$ cat config.mk
export PLATFORM = sky130hd
export DESIGN_NAME = tdm_mux8_tx
export DESIGN_NICKNAME = d
export VERILOG_FILES = /design/src/rtl/tdm_mux8_tx.sv
export SDC_FILE = /design/constraint.sdc
export NUM_CORES = 1
export LEC_CHECK = 0
export CAP_MARGIN = 20
export CORE_ASPECT_RATIO = 0.7
export CORE_MARGIN = 5
export CORE_UTILIZATION = 51
export CTS_CLUSTER_DIAMETER = 200
export DETAILED_ROUTE_END_ITERATION = 6
export PLACE_DENSITY = 0.73
export SYNTH_ARGS = -nofsm -noshare
export SYNTH_HDL_FRONTEND = slang
export SYNTH_SLANG_ARGS = --single-unit
export TNS_END_PERCENT = 30
$ cat constraint.sdc
create_clock -name clk -period 2.7 [get_ports clk]
set_input_delay 0.405 -clock clk [delete_from_list [all_inputs] [get_ports clk]]
set_output_delay 0.405 -clock clk [all_outputs]
set_load 0.005 [all_outputs]
$ cat src/rtl/tdm_mux8_tx.sv
// Eight-channel TDM transmitter: snapshots i1..i8 on a frame start and sends one bit per
// clock on y, tagged with its slot index on {s1,s2,s3}, optionally followed by GAP idle cycles.
module tdm_mux8_tx #(
   parameter int unsigned GAP = 0
) (
   input  logic clk,
   input  logic rst,
   input  logic i1,
   input  logic i2,
   input  logic i3,
   input  logic i4,
   input  logic i5,
   input  logic i6,
   input  logic i7,
   input  logic i8,
   input  logic start,
   input  logic cont,
   output logic y,
   output logic s1,
   output logic s2,
   output logic s3,
   output logic valid,
   output logic frame,
   output logic done,
   output logic busy
);

   typedef enum logic [1:0] {
      S_IDLE,
      S_SEND,
      S_GAP
   } state_t;

   localparam logic [3:0] GAP_CNT = 4'(GAP);

   state_t     state, state_nx;
   logic [2:0] slot, slot_nx;
   logic [7:0] snap, snap_nx;
   logic [3:0] cnt, cnt_nx;
   logic [7:0] in_bits;
   logic       send_nx;

   // i1 lands in bit 0 so that snap[slot] is the bit for that slot.
   assign in_bits = {i8, i7, i6, i5, i4, i3, i2, i1};

   always_comb begin
      // NOTE: every variable gets a default first so no path leaves it unassigned (no latch).
      state_nx = state;
      slot_nx  = slot;
      snap_nx  = snap;
      cnt_nx   = cnt;
      case (state)
         S_IDLE: begin
            if (start || cont) begin
               state_nx = S_SEND;
               slot_nx  = 3'd0;
               snap_nx  = in_bits;
            end
         end
         S_SEND: begin
            if (slot != 3'd7) begin
               slot_nx = slot + 3'd1;
            end else if (GAP_CNT != 4'd0) begin
               state_nx = S_GAP;
               cnt_nx   = GAP_CNT;
            end else if (cont) begin
               slot_nx = 3'd0;
               snap_nx = in_bits;
            end else begin
               state_nx = S_IDLE;
            end
         end
         S_GAP: begin
            cnt_nx = cnt - 4'd1;
            if (cnt <= 4'd1) begin
               if (cont) begin
                  state_nx = S_SEND;
                  slot_nx  = 3'd0;
                  snap_nx  = in_bits;
               end else begin
                  state_nx = S_IDLE;
               end
            end
         end
         default: state_nx = S_IDLE;
      endcase
   end

   assign send_nx = (state_nx == S_SEND);

   // Outputs are registered from the next-state values so slot 0 appears right after the start edge.
   always_ff @(posedge clk) begin
      // NOTE: sequential state uses non-blocking assignments so all registers update together.
      if (rst) begin
         state        <= S_IDLE;
         slot         <= 3'd0;
         snap         <= 8'd0;
         cnt          <= 4'd0;
         y            <= 1'b0;
         {s1, s2, s3} <= 3'd0;
         valid        <= 1'b0;
         frame        <= 1'b0;
         done         <= 1'b0;
         busy         <= 1'b0;
      end else begin
         state        <= state_nx;
         slot         <= slot_nx;
         snap         <= snap_nx;
         cnt          <= cnt_nx;
         y            <= send_nx & snap_nx[slot_nx];
         {s1, s2, s3} <= send_nx ? slot_nx : 3'd0;
         valid        <= send_nx;
         frame        <= send_nx && (slot_nx == 3'd0);
         done         <= send_nx && (slot_nx == 3'd7);
         busy         <= (state_nx != S_IDLE);
      end
   end

endmodule

# Word-level counts from Yosys, hierarchy flattened
# Index checks and enable logic that the tools add are counted.
[totals]
ff_bits = 25
in_bits = 12
output_inout_bits = 8
wordCells = 48
[op_classes]
add_sub_neg = 2
magnitude_cmp = 2
n_eq_ne = 5
muxes = 18
n_bitwise = 2
n_reduce_logical = 7
[op_table]
columns = ["op", "n"]
rows = [
  ["$mux W8", 4],
  ["$pmux W8 S3", 1],
  ["$mux W3", 4],
  ["$pmux W3 S3", 1],
  ["$mux W2", 4],
  ["$pmux W2 S3", 1],
  ["$eq A2 B1 Y1 const B", 2],
  ["$le A4 B1 Y1 const B", 1],
  ["$lt A3 B4 Y1 const B", 1],
  ["$sub A4 B1 Y4 const B", 1],
  ["$add A3 B1 Y3 const B", 1],
  ["$bmux W1 S3", 1],
  ["$eq A3 B3 Y1 const B", 1],
  ["$logic_not A3 Y1", 1],
  ["$ne A3 B3 Y1 const B", 1],
  ["$eq A2 B2 Y1 const B", 1],
  ["$logic_and A1 B1 Y1", 2],
  ["$logic_not A2 Y1", 1],
  ["$mux W1", 2],
  ["$reduce_bool A2 Y1", 1],
  ["$reduce_or A2 Y1", 1],
  ["$and A1 B1 Y1", 1],
  ["$logic_or A1 B1 Y1", 1],
  ["$not A1 Y1", 1],
]

# Logic depth before layout (Yosys ltp)
# Gate-level depths: netlist of run 1.
[depth]
depth_word = 6
ltp_mapped = 9
depth_no_buf = 8

# Least setup slack after synthesis of run 1
# Ideal clock, no wire load.
[synth_path]
path_type = "reg2reg"
start = "reg slot[0]"
end = "reg y"
setup_time_ns = 0.074
arrival_time_ns = 2.324
slack_ns = 0.302
path_stages_with_launch = 10
period_less_slack_ns = 2.398
cell_sequence = "dfxtp_1 > ha_1 > ha_1 > nand2b_1 > a32o_1 > or2_0 > buf_6 > or4_1 > o221a_1 > a31oi_1"
[synth_between]
elab_chain_len = 6
elab_cells_between_ends = 15
[synth_rtl]
columns = ["item", "line_no", "rtl"]
rows = [
  ["start, declared", "37", "logic [2:0] slot, slot_nx;"],
  ["start signal, assigned", "107", "slot <= slot_nx;"],
  ["$add A3 B1 Y3, or another cell as far along", "62", "slot_nx = slot + 3'd1;"],
  ["$mux W3, or another cell as far along", "61", "if (slot != 3'd7) begin"],
  ["$pmux W3 S3 / $pmux W8 S3 (equally long branches)", "52", "case (state)"],
  ["$bmux W1 S3", "110", "y <= send_nx & snap_nx[slot_nx];"],
  ["$mux W1 (not written as such)", "110", ""],
  ["$and A1 B1 Y1 *", "110", ""],
  ["end signal, assigned", "110", ""],
  ["end, declared", "18", "output logic y,"],
]
# Mark *: on every way between the ends. The rest lies on a longest branch, timed or not. The select of a mux whose other input is x is not followed.
# A chain may end at the register's enable or synchronous reset.

# Worst setup path in the final report of run 1
# Ends and elaborated chain as after synthesis.

==> impl_metrics.py, run 1 <==
metrics = {
    "outcome": {
        "outcome": "finished clean",
    },
    "power": {
        "p_per_area_mw_per_mm2": 471,
        "vdd_drop_max_mv": 0.282,
        "internal-power_uw": 503,
        "power_leakage_nw": 0.601,
        "swShare_pct": 24.3,
        "combPwrFrac_pct": 16.0,
        "p_seq_share_pct": 59.7,
        "p_switching_uw": 162,
        "clkPwrFrac_pct": 24.3,
    },
    "layout": {
        "fin_util_pct": 65.5,
        "nets": 161,
        "layout-drive-gt1-share_pct": 13.9,
        "syn2layout_area_growth_pct": 21.6,
        "num_antenna_cells": 0,
    },
    "timing": {
        "fin_ws_ns": 0.222,
        "setup_tns_ns": 0,
        "max_slew_margin_pct": 56.9,
        "period_share_pct": 91.8,
        "fin_worst_skew_ns": 0.00231,
        "tightest_slew_ns": 0.640,
        "finalHoldViolCount": 0,
        "period_needed_ns": 2.48,
        "whs_ns": 0.519,
        "setup-violations-final": 0,
        "grt_setup_unrepaired": "no",
        "drv_slew": 0,
        "clock.fmax_mhz": 404,
    },
    "global_routing": {
        "antenna_found_initial": 0,
        "grt_max_degree": 15,
        "grt_remaining_overflow": 0,
        "grt_usage_pct": 14.8,
        "grt_pass1_vias": 842,
        "grt_pass1_wl_um": 3840,
    },
    "detailed_routing": {
        "firstDrtPassIters": 4,
        "num_vias": 923,
        "drc": 0,
        "wl_per_cell_um": 12.9,
        "antenna_left": 0,
        "totalWireLength_um": 2270,
        "vias_per_cell": 5.24,
        "drt_iter0_drc": 37,
    },
    "synth": {
        "yosysSeqAreaShare_pct": 43.1,
        "syn_area_per_cell_sq_um": 9.52,
        "syn_area_sq_mm": 0.00116,
        "yosysUniqueCellTypes": 44,
        "synthTopCellsByArea": "dfxtp_1 43%, nor2_1 5.5%, mux2i_1 5.2%",
        "yosysMostFrequentCell": "dfxtp_1",
        "synth_edf_count": 0,
        "synth_nets": 138,
        "yosysWarnings": 0,
        "synthCells": 122,
        "yosysTopAreaCellShare_pct": 43.1,
        "ys_seq_elements": 25,
        "synth_commonest_cells": "25 x dfxtp_1, 17 x nor2_1, 6 x inv_1, 6 x mux2i_1",
        "synth_largest_area_cell": "dfxtp_1",
        "async_reset_ff_share_pct": 0,
        "synth_ff_type": "dfxtp_1",
    },
    "placement": {
        "dpl.hpwl_um": 1780,
        "gp_congestion": 0.862,
        "port_buffers": 19,
        "place_ws_ns": 0.206,
    },
    "critical_path": {
        "cp_top_family": "simple AND/OR/NAND/NOR gates",
        "timing.rr.end": "y",
        "criticalPathCategory": "reg -> reg",
        "crit_chain": "ha_1 > ha_1 > nand2b_1 > a32o_1 > or2_0 > or4_1 > o221a_1 > a31oi_1",
        "critical_path_buf_inv_count": 0,
        "rr_startpoint": "slot[0]",
        "critPathMaxFanout": 6,
        "ff2ff_setup_slack_ns": 0.22,
        "slowest_delay_ns": 0.52,
        "r2r_cells": 8,
        "cp.required_ns": 2.96,
        "end_kind": "flop",
        "cpMostUsedCell": "ha_1",
        "slowest_stage": "or4_1",
        "worstPathArrival_ns": 2.73,
        "worst_setup_path_start_kind": "flop",
    },
    "clock_tree": {
        "clkSlewWorstSetupHoldPaths_ns": 0.13,
        "h-tree-depth": 1,
        "cts_resized": 0,
        "clkLatencyLatePin_ns": 0.31,
        "cts_tree": "yes",
        "cts_setup_buffers": 0,
        "cts_buffers": 3,
        "cts_sinks": 25,
        "clock-root-buffer": "clkbuf_4",
        "cts_hold_buf": 0,
        "cts_buffer_depth": 2,
    },
    "worst_hold_path": {
        "hold_end": "snap[1]",
        "hold-path-cell-count": 2,
        "hp-start": "snap[1]",
        "hold_path.class": "reg -> reg",
    },
    "floorplan": {
        "fp-row-count": 14,
        "dieHeight_um": 49.9,
        "core_sq_mm": 0.00215,
        "design.die.area_sq_mm": 0.00335,
        "num_io_pins": 20,
        "die_w_um": 67.0,
        "start_util_pct": 53.9,
    },
    "run": {
        "drv_cap": 0,
    },
}
[cell families (layout without fill, tap and decap cells)]
group                    Yosys count  after routing  share of synthesized area (%)
buffers and inverters             12             34                           5.50
flip-flops                        25             25                           43.1
multiplexers                       8              8                           7.11
adder cells (fa/ha/maj)            4              4                           4.31
AND/OR/NAND/NOR                   42             42                           19.4
XOR/XNOR                           3              3                           2.26
AO/OA/AOI/OAI                     28             28                           18.3
[area by class of cell]
type                    count  area (sq um)
clock inverters             1          5.00
inverters                   7          26.3
fillers                   166           743
well taps                  32          40.0
repair buffers             23           220
multi-input cells          85           597
flip-flops and latches     25           500
clock buffers               3          22.5
[power by group through the flow]
stage	combinational [mW]	sequential, mW	clock (mW)
floorplan	0.0643	0.402	0
CTS	0.107	0.397	0.169
global route	0.116	0.399	0.187
global placement	0.105	0.405	0
detailed placement	0.106	0.405	0
finish	0.107	0.397	0.162
[state kept, by name (all words and copies together) (netlist names)]
| register | cells |
|---|---|
| snap | 8 |
| cnt | 4 |
| slot | 3 |
| state | 2 |
| busy | 1 |
| done | 1 |
| frame | 1 |
| s1 | 1 |
| s2 | 1 |
| s3 | 1 |
| valid | 1 |
| y | 1 |
[tightest hold or removal path: cells and delay by family, from the launching register on]
kind / cells / cell delay [ns]
flip-flops: 1 / 0.35
AND/OR/NAND/NOR: 1 / 0.07
multiplexers: 1 / 0.07
[worst max path at each step]
stage            start  to  slack [ns]  cells past startpoint
6_report       slot[0]   y        0.22                      8
5_1_grt        slot[0]   y        0.12                      8
4_1_cts        slot[0]   y        0.24                      8
3_5_place_dp      cont   y        0.21                      7
3_3_place_gp   slot[0]   y        0.27                      8
2_1_floorplan  slot[0]   y        0.30                      9
[routing by layer]
layer	GRT usage, %	part of all wire, %	up-vias
met5	0	0	-
met1	20.8	50	414
li1	-	-	479
met4	3.70	0.79	0
met3	5.68	6.4	4
met2	20.9	43	26
[cell usage in the layout, fill, tap and decap left out, types with 2 or more instances in the layout]
cell type        instances
a211oi_1                 2
a21oi_1                  4
a31oi_1                  2
buf_4                    4
clkbuf_4                 3
clkdlybuf4s50_1         19
dfxtp_1                 25
ha_1                     4
inv_1                    6
mux2_2                   2
mux2i_1                  6
nand2_1                  4
nand2b_1                 2
nor2_1                  17
nor2b_1                  3
nor3_1                   2
nor4_1                   2
o211ai_1                 4
o21a_2                   2
o21ai_0                  3
or2_2                    2
or3b_2                   2
xnor2_1                  2
[per-stage QoR]
step	total power, mW	cell area [sq um]	std cells
after floorplan	0.466	1160	122
after global placement	0.509	1380	172
after detailed placement	0.512	1380	172
after CTS	0.673	1410	176
after global routing	0.703	1410	176
final	0.665	1410	176
No activity file was read; power rests on OpenSTA's default activity.
==> run 2, diff against run 1 <==
Settings changed: CAP_MARGIN 20 to 15, MAX_ROUTING_LAYER from default to met4.
==> run 2 against run 1 <==
Compared with the run above: global-route usage is 0.35 points higher; first-iteration DRC count is 2.7% lower; non-clock buffer count unchanged; hold slack barely moved; final cell count stayed put; sequential power about the same; critical path type unchanged; maximum frequency barely moved.
==> impl_metrics.py, run 2 (same netlist as run 1, synthesis figures left out) <==
metrics = {
    "outcome": {
        "outcome": "finished clean",
    },
    "critical_path": {
        "worstPathArrival_ns": 2.74,
        "crit_chain": "ha_1 > ha_1 > nand2b_1 > a32o_1 > or2_0 > or4_1 > o221a_1 > a31oi_1",
        "slowest_stage": "or4_1",
        "cp_top_family": "simple AND/OR/NAND/NOR gates",
        "end_kind": "flop",
        "cpMostUsedCell": "ha_1",
        "cp.required_ns": 2.96,
        "critPathMaxFanout": 6,
        "criticalPathCategory": "reg -> reg",
        "worst_setup_path_start_kind": "flop",
        "slowest_delay_ns": 0.52,
        "critical_path_buf_inv_count": 0,
    },
    "floorplan": {
        "fp-row-count": 14,
        "start_util_pct": 53.9,
        "core_sq_mm": 0.00215,
        "design.die.area_sq_mm": 0.00335,
        "dieHeight_um": 49.9,
        "die_w_um": 67.0,
        "num_io_pins": 20,
    },
    "layout": {
        "final_common_cell": "dfxtp_1",
        "final_area_sq_mm": 0.00141,
        "final_cells": 176,
        "reg.largest.list": "snap: 8 flops, cnt: 4 flops, slot: 3 flops",
        "mostFrequentLayoutCells": "25 x dfxtp_1, 19 x clkdlybuf4s50_1, 17 x nor2_1",
        "largest_reg_flops": 8,
        "largest_register": "snap",
        "nets": 161,
        "layout-drive-gt1-share_pct": 13.9,
        "num_antenna_cells": 0,
        "syn2layout_area_growth_pct": 21.6,
    },
    "clock_tree": {
        "cts_tree": "yes",
        "cts_sinks": 25,
        "cts_hold_buf": 0,
        "clkSlewWorstSetupHoldPaths_ns": 0.12,
        "cts_setup_buffers": 0,
        "clock-root-buffer": "clkbuf_4",
        "cts_buffer_depth": 2,
        "cts_resized": 0,
        "clkLatencyLatePin_ns": 0.31,
        "h-tree-depth": 1,
        "cts_buffers": 3,
    },
    "detailed_routing": {
        "totalWireLength_um": 2260,
        "drt_iter0_drc": 36,
        "firstDrtPassIters": 4,
        "num_vias": 923,
        "vias_per_cell": 5.24,
        "drc": 0,
        "wl_per_cell_um": 12.8,
        "antenna_left": 0,
    },
    "worst_hold_path": {
        "hold_path.class": "reg -> reg",
    },
    "placement": {
        "port_buffers": 19,
        "dp_cells": 172,
        "gp_congestion": 0.876,
        "dpl.hpwl_um": 1780,
        "place_area_sq_mm": 0.00138,
    },
    "timing": {
        "drv_slew": 0,
        "setup_tns_ns": 0,
        "grt_setup_unrepaired": "no",
        "fin_worst_skew_ns": 0.00224,
        "finalHoldViolCount": 0,
        "max_slew_margin_pct": 57.3,
        "setup-violations-final": 0,
        "whs_ns": 0.519,
        "period_needed_ns": 2.48,
        "clock.fmax_mhz": 403,
        "period_share_pct": 91.8,
        "tightest_slew_ns": 0.635,
    },
    "global_routing": {
        "grt_pass1_wl_um": 3840,
        "grt_pass1_vias": 845,
        "grt_remaining_overflow": 0,
        "antenna_found_initial": 0,
        "grt_usage_pct": 15.1,
        "grt_max_degree": 15,
    },
    "run": {
        "drv_cap": 0,
    },
    "power": {
        "totalPowerFinal_uw": 665,
        "p_per_area_mw_per_mm2": 471,
        "power_leakage_nw": 0.601,
        "vdd_drop_max_mv": 0.281,
    },
}
==> run 2: cell counts in the layout (fill, tap and decap cells not counted) <==
No cell type changed its count.
==> run 2: tightest hold or removal path: stages, from the launching register on <==
cell and delay, ns:
dfxtp_1 0.35, mux2i_1 0.07, nor2_1 0.07
==> run 2: final timing paths <==
check | start | end | slack [ns] | depth (start not counted)
max | slot[0] | y | 0.22 | 8
max reg2reg | slot[0] | y | 0.22 | 8
min | snap[1] | snap[1] | 0.52 | 2
min reg2reg | snap[1] | snap[1] | 0.52 | 2
==> run 2: final cells by class <==
cell class / count / area, sq um
multi-input combinational: 85 / 597
sequential: 25 / 500
fill: 166 / 743
clock inverter: 1 / 5.00
inverter: 7 / 26.3
timing repair buffer: 23 / 220
clock buffer: 3 / 22.5
tap: 32 / 40.0
==> run 2: power by group <==
group          switching [mW]  leakage (nW)  total (mW)  internal (mW)
Clock                   0.106        0.0177       0.161         0.0555
Sequential            0.00959         0.205       0.397          0.387
Combinational          0.0463         0.378       0.107         0.0605
Total                   0.162         0.601       0.665          0.503
==> run 2: through the flow <==
stage	util [%]	setup WS [ns]
after detailed placement	64.2	0.206
after global placement	64.2	0.274
after global routing	65.5	0.121
after CTS	65.5	0.237
after floorplan	-	0.302
final	65.5	0.221
==> run 2: routing by layer <==
metal  track usage [%]  vias to the layer above  routed length [um]
met4              3.70                        0                  19
met3              5.45                        6                 146
li1                  -                      477                   -
met2              20.9                       28                 951
met1              20.8                      412                1140
met5                 -                        -                   0
